**src/rtl/button_press_decoder_pkg.sv**
```systemverilog
`default_nettype none
// ============================================================================
// Module      : button_press_decoder_pkg
// Description : Shared definitions for the push-button front end: FSM state
//               encodings and default timing constants.
//               Contents:
//                 state_t            - 2-bit FSM state (IDLE/PRESSED/LONG_HELD)
//                 c_DEBOUNCE_DEFAULT - log2 of debounce acceptance time
//                 c_LONG_DEFAULT     - log2 of long-press duration
// Revision    : 1.0 - initial release
// ============================================================================
package button_press_decoder_pkg;

  // Encoding 3 is unused; the FSM recovers from it to ST_IDLE.
  typedef enum logic [1:0] {
    ST_IDLE      = 2'd0,
    ST_PRESSED   = 2'd1,
    ST_LONG_HELD = 2'd2
  } state_t;

  // Defaults for the OSCH clock (~133 MHz): ~0.5 ms debounce, ~1 s long press.
  localparam int c_DEBOUNCE_DEFAULT = 16;
  localparam int c_LONG_DEFAULT     = 27;

endpackage : button_press_decoder_pkg
`default_nettype wire

```
**src/rtl/button_press_decoder_debounce_filter.sv**
```systemverilog
`default_nettype none
// ============================================================================
// Module      : debounce_filter
// Description : Two-flop synchroniser followed by a debounce counter for one
//               active-low pin. The synchronised pin must differ from the
//               accepted (stable) level for 2^DEBOUNCE consecutive cycles
//               before the stable level follows it; any return to the stable
//               level restarts the count. Pin-to-level latency is
//               2 + 2^DEBOUNCE cycles.
// Ports       :
//   clock      in  1  system clock
//   resetn     in  1  asynchronous active-low reset
//   signal_pin in  1  raw pin, asynchronous, low = asserted
//   level      out 1  debounced level, 1 = asserted (registered)
//   level_next out 1  value 'level' takes after the coming clock edge
// Parameters  :
//   DEBOUNCE   log2 of acceptance time in cycles (minimum 2)
// Revision    : 1.0 - initial release
// ============================================================================
module debounce_filter
  import button_press_decoder_pkg::*;
#(
  parameter int DEBOUNCE = c_DEBOUNCE_DEFAULT
) (
  input  logic clock,
  input  logic resetn,
  input  logic signal_pin,
  output logic level,
  output logic level_next
);

  localparam logic [DEBOUNCE-1:0] c_CNT_ONE = {{(DEBOUNCE-1){1'b0}}, 1'b1};

  logic                r_sync1;
  logic                r_sync2;
  logic                r_stable;   // pin polarity: 1 = released
  logic [DEBOUNCE-1:0] r_count;

  logic                w_differs;
  logic                w_accept;

  // Plain flop chain, nothing between the stages.
  always_ff @(posedge clock or negedge resetn) begin
    if (!resetn) begin
      r_sync1 <= 1'b1;
      r_sync2 <= 1'b1;
    end else begin
      r_sync1 <= signal_pin;
      r_sync2 <= r_sync1;
    end
  end

  assign w_differs = (r_sync2 != r_stable);
  assign w_accept  = w_differs && (&r_count);

  always_ff @(posedge clock or negedge resetn) begin
    if (!resetn) begin
      r_stable <= 1'b1;
      r_count  <= '0;
    end else if (!w_differs) begin
      r_count  <= '0;
    end else if (w_accept) begin
      r_stable <= r_sync2;
      r_count  <= '0;
    end else begin
      r_count  <= r_count + c_CNT_ONE;
    end
  end

  assign level      = ~r_stable;
  // Lets a consumer register its reaction in the same edge the level flips.
  assign level_next = w_accept ? ~r_sync2 : ~r_stable;

endmodule : debounce_filter
`default_nettype wire

```
**src/rtl/button_press_decoder.sv**
```systemverilog
`default_nettype none
// ============================================================================
// Module      : button_press_decoder
// Description : Push-button front end. Debounces the raw active-low pin and
//               classifies each press as short or long, producing one-cycle
//               event pulses and an active-low reset request for the
//               application logic.
// Ports       :
//   clock       in  1  system clock (OSCH)
//   resetn      in  1  asynchronous active-low reset (power-on)
//   signal_pin  in  1  raw button pin, low = pressed
//   pressed     out 1  debounced level, 1 = pressed
//   short_press out 1  1-cycle pulse on release of a press < 2^LONG cycles
//   long_press  out 1  1-cycle pulse when a press reaches 2^LONG cycles
//   signal      out 1  active-low reset request, 0 while the press is held long
// Parameters  :
//   DEBOUNCE    log2 of debounce acceptance time (minimum 2)
//   LONG        log2 of long-press duration (minimum 2)
// Revision    : 1.0 - initial release
// ============================================================================
module button_press_decoder
  import button_press_decoder_pkg::*;
#(
  parameter int DEBOUNCE = c_DEBOUNCE_DEFAULT,
  parameter int LONG     = c_LONG_DEFAULT
) (
  input  logic clock,
  input  logic resetn,
  input  logic signal_pin,
  output logic pressed,
  output logic short_press,
  output logic long_press,
  output logic signal
);

  localparam logic [LONG-1:0] c_HOLD_ONE = {{(LONG-1){1'b0}}, 1'b1};

  logic            w_level;
  logic            w_level_next;

  state_t          r_state;
  state_t          w_next_state;
  logic [LONG-1:0] r_hold;
  logic [LONG-1:0] w_hold_next;
  logic            w_short;
  logic            w_long;

  logic            r_short;
  logic            r_long;
  logic            r_signal;

  debounce_filter #(
    .DEBOUNCE (DEBOUNCE)
  ) u_debounce (
    .clock      (clock),
    .resetn     (resetn),
    .signal_pin (signal_pin),
    .level      (w_level),
    .level_next (w_level_next)
  );

  // The FSM decides on the level the filter is about to adopt, so its
  // registered events land on the same edge the debounced level changes.
  always_comb begin
    w_next_state = r_state;
    w_hold_next  = r_hold;
    w_short      = 1'b0;
    w_long       = 1'b0;
    case (r_state)
      ST_IDLE: begin
        // Edge, not level: a recovery into IDLE with the button down must
        // not be taken as a new press.
        if (w_level_next && !w_level) begin
          w_next_state = ST_PRESSED;
          w_hold_next  = '0;
        end
      end
      ST_PRESSED: begin
        // Release is tested first so it wins over the terminal count.
        if (!w_level_next) begin
          w_next_state = ST_IDLE;
          w_short      = 1'b1;
        end else if (&r_hold) begin
          w_next_state = ST_LONG_HELD;
          w_long       = 1'b1;
        end else begin
          w_hold_next  = r_hold + c_HOLD_ONE;
        end
      end
      ST_LONG_HELD: begin
        if (!w_level_next) begin
          w_next_state = ST_IDLE;
        end
      end
      default: begin
        w_next_state = ST_IDLE;
        w_hold_next  = '0;
      end
    endcase
  end

  always_ff @(posedge clock or negedge resetn) begin
    if (!resetn) begin
      r_state <= ST_IDLE;
      r_hold  <= '0;
    end else begin
      r_state <= w_next_state;
      r_hold  <= w_hold_next;
    end
  end

  // The reset request covers LONG_HELD plus the cycle in which the release
  // is taken, so it deasserts one cycle after 'pressed' falls.
  always_ff @(posedge clock or negedge resetn) begin
    if (!resetn) begin
      r_short  <= 1'b0;
      r_long   <= 1'b0;
      r_signal <= 1'b1;
    end else begin
      r_short  <= w_short;
      r_long   <= w_long;
      r_signal <= !((w_next_state == ST_LONG_HELD) || (r_state == ST_LONG_HELD));
    end
  end

  assign pressed     = w_level;
  assign short_press = r_short;
  assign long_press  = r_long;
  assign signal      = r_signal;

endmodule : button_press_decoder
`default_nettype wire
```
**config.mk**
```make
export PLATFORM = sky130hd
export DESIGN_NAME = button_press_decoder
export DESIGN_NICKNAME = d
export VERILOG_FILES = /design/src/rtl/button_press_decoder_pkg.sv /design/src/rtl/button_press_decoder_debounce_filter.sv /design/src/rtl/button_press_decoder.sv
export SDC_FILE = /design/constraint.sdc
export NUM_CORES = 1
export LEC_CHECK = 0
export CAP_MARGIN = 20
export CORE_MARGIN = 10
export CORE_UTILIZATION = 45
export CTS_CLUSTER_DIAMETER = 40
export DETAILED_ROUTE_END_ITERATION = 12
export PLACE_DENSITY_LB_ADDON = 0.1
export SETUP_SLACK_MARGIN = 0.3
export SLEW_MARGIN = 20
export SYNTH_ARGS = -nofsm -noshare
export SYNTH_HDL_FRONTEND = slang
export SYNTH_SLANG_ARGS = --single-unit
```
**constraint.sdc**
```tcl
create_clock -name clock -period 3.3 [get_ports clock]
set_clock_uncertainty 0.05 [all_clocks]
set_input_delay 0.825 -clock clock [delete_from_list [all_inputs] [get_ports clock]]
set_output_delay 0.825 -clock clock [all_outputs]
set_load 0.1 [all_outputs]
```
Yosys cells after proc, flatten, opt, wreduce, memory -nomap -nowiden
Index checks and enable logic that the tools add are counted.
- register bits: 51
- input port bits: 3
- output and inout port bits: 4
- word-level logic and storage cells: 47
- add/subtract/negate cells: 2
- equality and inequality tests: 7
- mux-type cells: 17
- bitwise operators: 3
- reductions and logical operators: 9
- operators by type and width (kind ; number):
    two-way mux 27 bit ; 3
    one-hot mux 27 bit (3 select lines) ; 1
    two-way mux 16 bit ; 2
    adder 27 x 1 -> 27 bit, second input constant ; 1
    AND reduction 27 bit ; 1
    adder 16 x 1 -> 16 bit, second input constant ; 1
    AND reduction 16 bit ; 1
    two-way mux 2 bit ; 4
    two-way mux 1 bit ; 6
    != test 2 bit, second input constant ; 3
    one-hot mux 2 bit (3 select lines) ; 1
    == test 2 bit, second input constant ; 2
    AND reduction 4 bit ; 1
    inverter 1 bit ; 3
    == test 2 x 1 -> 1 bit, second input constant ; 1
    logical AND 1 bit ; 2
    logical NOT 2 bit ; 1
    AND reduction 2 bit ; 1
    logical NOT 1 bit ; 1
    logical OR 1 bit ; 1
    != test 1 bit ; 1

Logic depth before layout (Yosys ltp)
- word-level depth: 9
- mapped depth: 9
- gate-level depth less buffers: 7

Modules after synthesis
From an unflattened synthesis, not the netlist that was laid out.
- cell total of the unflattened synthesis: 267
- area, all modules: 2678.8 µm²
- modules (own cells, without submodules) (module ; instances ; cells each ; area each (µm²) ; sequential area each (µm²)):
    button_press_decoder ; 1 ; 182 ; 1786.7 ; 802.0
    debounce_filter ; 1 ; 85 ; 892.1 ; 479.2

Worst setup path before layout
No wires, ideal clock.
- kind: register -> register
- start point: register u_debounce.r_count[0]
- end point: register r_hold[23]
- setup time: 0.078 ns
- data arrival time: 2.321 ns
- required time: 3.172 ns
- path slack: 0.851 ns
- cell stages (with the launch flop): 9
- path buffers: 1
- clock period less this slack: 2.449 ns
- cells stage by stage: dfrtp_1 -> ha_1 -> nand3_2 -> or4_4 -> o21ai_4 -> nand4_2 -> buf_6 -> or4_1 -> a21oi_1
- word-level cells in the longest chain between the ends: 6
- elaborated cells between the ends (all ways): 7
- those cells by class: eq/ne (2); mux (1); reduce/logical (4)
- RTL lines (item ; line ; RTL):
    from (decl) ; button_press_decoder_debounce_filter.sv:37 ; logic [DEBOUNCE-1:0] r_count;
    from (signal assigned) ; button_press_decoder_debounce_filter.sv:66 ; r_count <= r_count + c_CNT_ONE;
    AND reduction 16 bit * ; button_press_decoder_debounce_filter.sv:54 ; assign w_accept = w_differs && (&r_count);
    logical AND 1 bit * ; button_press_decoder_debounce_filter.sv:54 ;
    two-way mux 1 bit * ; button_press_decoder_debounce_filter.sv:72 ; assign level_next = w_accept ? ~r_sync2 : ~r_stable;
    logical AND 1 bit ; button_press_decoder.sv:73 ; if (w_level_next && !w_level) begin
    != test 2 bit (no source line) ; - ;
    AND reduction 4 bit (no source line) * ; - ;
    to (signal assigned) ; button_press_decoder.sv:108 ; r_hold <= w_hold_next;
    to (decl) ; button_press_decoder.sv:43 ; logic [LONG-1:0] r_hold;
Every way passes the cells marked *; elsewhere a longest branch is shown, timed or not.
A chain may end at the register's enable or synchronous reset.

Worst setup path after layout
- start point: register u_debounce.r_count[0]
- end point: register r_hold[17]
The elaborated chain is that of the path after synthesis.

==> results.ini <==
[pwr]
p_switching_w=0.000240
sequentialPowerShare=0.605
switching_share=0.229
p_int_w=0.000808
combPwrFrac=0.023
leakagePower_nw=1.23
pwr-share-clk=0.372
cellPowerDensity_nw_per_um2=343
ir_drop_mv=0.243

[layout]
insertedDiodeCount=0
fin_util=0.509
fin_nets=313
fillers=553
register_area_um2=1280
instances_no_fill=384
multi_input_area_um2=1420
area.growth.synth_to_final_pct=8.45
drive_gt1_frac=0.126

[worst_setup_path]
startpoint=u_debounce.r_count[0]
path_max_fanout=24
critPathLaunchType=register
arrival_ns=2.88
crit_type=reg2reg
cp-end-kind=register
r2r_start=u_debounce.r_count[0]
required_ns=3.46

[grt]
antenna_found_initial=0
grt_pass1_vias=2219
grt_pass1_wl_mm=10.9
grtUsageTotal=0.130
grt.overflow.total=0
grt_max_degree=25

[synth]
synth_flop_cell=dfrtp_1
yosysSeqAreaShare=0.455
syn_inst=299
ys_ff_latch=51
ys_types=48
async_reset_ff_frac=1.00
syn_area_um2=2810
ys_warn_count=0
synth_edf_count=0
syn_area_per_cell_um2=9.41
synth_fp_nets=304

[sta]
fin_crit_sh=0.825
hold_violations=0
period_needed_ns=2.72
relSlewSlack=0.481
drv_slew=0
worst_slew_pin_slew_ns=0.778
fin_tns_setup_ns=0
clock.fmax_mhz=367
rsz0062_at_grt=no
finalSetupViolCount=0

[cts]
cts_max_path_buffers=2
clk_pin_slew_ns=0.10
ctsHoldBuffers=0
cts_root_buf=clkbuf_8
numCtsBuffers=5
h-tree-depth=2
clock_latency_ns=0.30
cts_tree=yes
clock-sinks=51

[placed_design]
port-buffer-count=6
placedCellCount=376
gp_congestion=0.836
dpl.hpwl_mm=4.31

[min_path]
holdCritPathClass=reg2reg
min-delay-start=u_debounce.r_sync1

[floorplan]
ios=7
dieWidth_um=99.1
die_height_um=99.1
fp.coreArea_um2=5990
start_util=0.470
std_cell_rows=28
die_area_um2=9820

[drt]
drt_pass1_iterations=4
wl_per_cell_um=16.2
first_iter_violations=133
postRouteAntennaNets=0
wl_mm=6.24
avgViaCountPerCell=5.96
drc=0
vias=2288

[outcome]
status=finished, final reports clean

[run]
maxCapViolations=0

[what timing repair did]
item / 4_1_cts / 5_1_grt
setup buffers: 0 / 0
endpoints found under the setup margin: 0 / 3
gates resized for setup: 0 / 2
[final timing paths]
check                                      to  depth (start not counted)  slack [ns]
max                                r_hold[17]                          8        0.58
min                        u_debounce.r_sync2                          0        0.32
max reg2reg                        r_hold[17]                          8        0.58
min reg2reg                u_debounce.r_sync2                          0        0.32
max in group asynchronous  u_debounce.r_sync2                          2        2.18
min in group asynchronous          r_hold[11]                          1        0.40
[placed cells by master (no fill, tap or decap), types with 2 or more instances in the layout]
cell       n
nand3_1   17
clkbuf_8   6
or4_1     12
dfstp_2    4
xor2_1     8
a21oi_1   18
and3_1    11
nand4b_1   3
or2_2      3
a2111o_1   4
ha_1       2
mux2i_1    3
nor2b_1    2
or3_1      5
or4b_1     2
o21ai_0    8
inv_1     11
xnor2_1    7
o31ai_1   12
nor2_1    28
and4_1     4
buf_4     14
nand2_1   27
o211ai_1   4
nand4_1   15
and2_1     3
nor4_1     4
nor3_1     4
dfrtp_1   47
[per-stage QoR]
stage / area, um2 / power [W] / setup WS (ns) / hold WS (ns)
after global routing: 3050 / 0.00109 / 0.386 / 0.320
after floorplan: 2810 / 0.000652 / 0.851 / 0.295
after global placement: 2950 / 0.000672 / 0.594 / 0.296
after detailed placement: 2950 / 0.000672 / 0.544 / 0.303
final: 3050 / 0.00105 / 0.577 / 0.316
after CTS: 3050 / 0.00106 / 0.529 / 0.318
[state kept, by name, summed over array words and instances (netlist names)]
name / count
long_press: 1
u_debounce.r_stable: 1
signal: 1
r_state: 2
u_debounce.r_sync2: 1
short_press: 1
u_debounce.r_sync1: 1
r_hold: 27
u_debounce.r_count: 16
[critical path, cell delays in order, from the launching register on]
cell and delay, ns:
dfrtp_1 0.40, ha_1 0.22, nand3_2 0.18, or4_4 0.56, o2111ai_2 0.23, a21oi_2 0.10
buf_4 0.21, or4_1 0.51, a21oi_1 0.17
[synth_stat cells, types with 2 or more instances]
library cell / number / share of area
dfrtp_1: 47 / 0.42
nor2_1: 28 / 0.037
nand2_1: 27 / 0.036
a21oi_1: 18 / 0.032
nand3_1: 17 / 0.030
nand4_1: 15 / 0.033
o31ai_1: 12 / 0.032
or4_1: 12 / 0.032
and3_1: 11 / 0.024
inv_1: 11 / 0.015
clkbuf_1: 8 / 0.011
o21ai_0: 8 / 0.014
xor2_1: 8 / 0.025
xnor2_1: 7 / 0.022
nor4_1: 5 / 0.011
or3_1: 5 / 0.011
a2111o_1: 4 / 0.016
and4_1: 4 / 0.012
dfstp_2: 4 / 0.037
nor3_1: 4 / 0.0071
o211ai_1: 4 / 0.011
buf_6: 3 / 0.012
mux2i_1: 3 / 0.011
nand4b_1: 3 / 0.0093
or2_2: 3 / 0.0067
and2_1: 2 / 0.0044
buf_2: 2 / 0.0036
ha_1: 2 / 0.0089
nor2b_1: 2 / 0.0044
or4b_1: 2 / 0.0071
[power by group through the flow]
stage                     clock network, W   logic [W]  registers [W]
final                             0.000390   0.0000244       0.000634
after global routing              0.000424   0.0000285       0.000635
after CTS                         0.000400   0.0000260       0.000634
after detailed placement                 0   0.0000258       0.000646
after global placement                   0   0.0000259       0.000646
after floorplan                          0  0.00000705       0.000645
[metal layers]
metal / routed length [um] / vias to the layer above / global-route usage
met5: 0 / - / 0
met2: 2880 / 30 / 0.214
met3: 213 / 2 / 0.0251
li1: - / 1133 / -
met1: 3110 / 1123 / 0.172
met4: 33 / 0 / 0.0287
[layout make-up]
| type | count | area share |
|---|---|---|
| Inverter | 11 | 0.0135 |
| Multi-Input combinational cell | 223 | 0.464 |
| Clock inverter | 2 | 0.00533 |
| Tap cell | 75 | 0.0308 |
| Timing Repair Buffer | 16 | 0.0394 |
| Clock buffer | 6 | 0.0271 |
| Sequential cell | 51 | 0.420 |
[logic make-up after synthesis]
group | share of synthesized area
muxes | 0.0147
buffers and inverters | 0.0436
adders and majority gates | 0.00889
AOI/OAI and AO/OA | 0.133
and+or+nand+nor | 0.298
DFF | 0.455
xor gates and xnor gates | 0.0467
No activity file was read; power rests on OpenSTA's default activity.
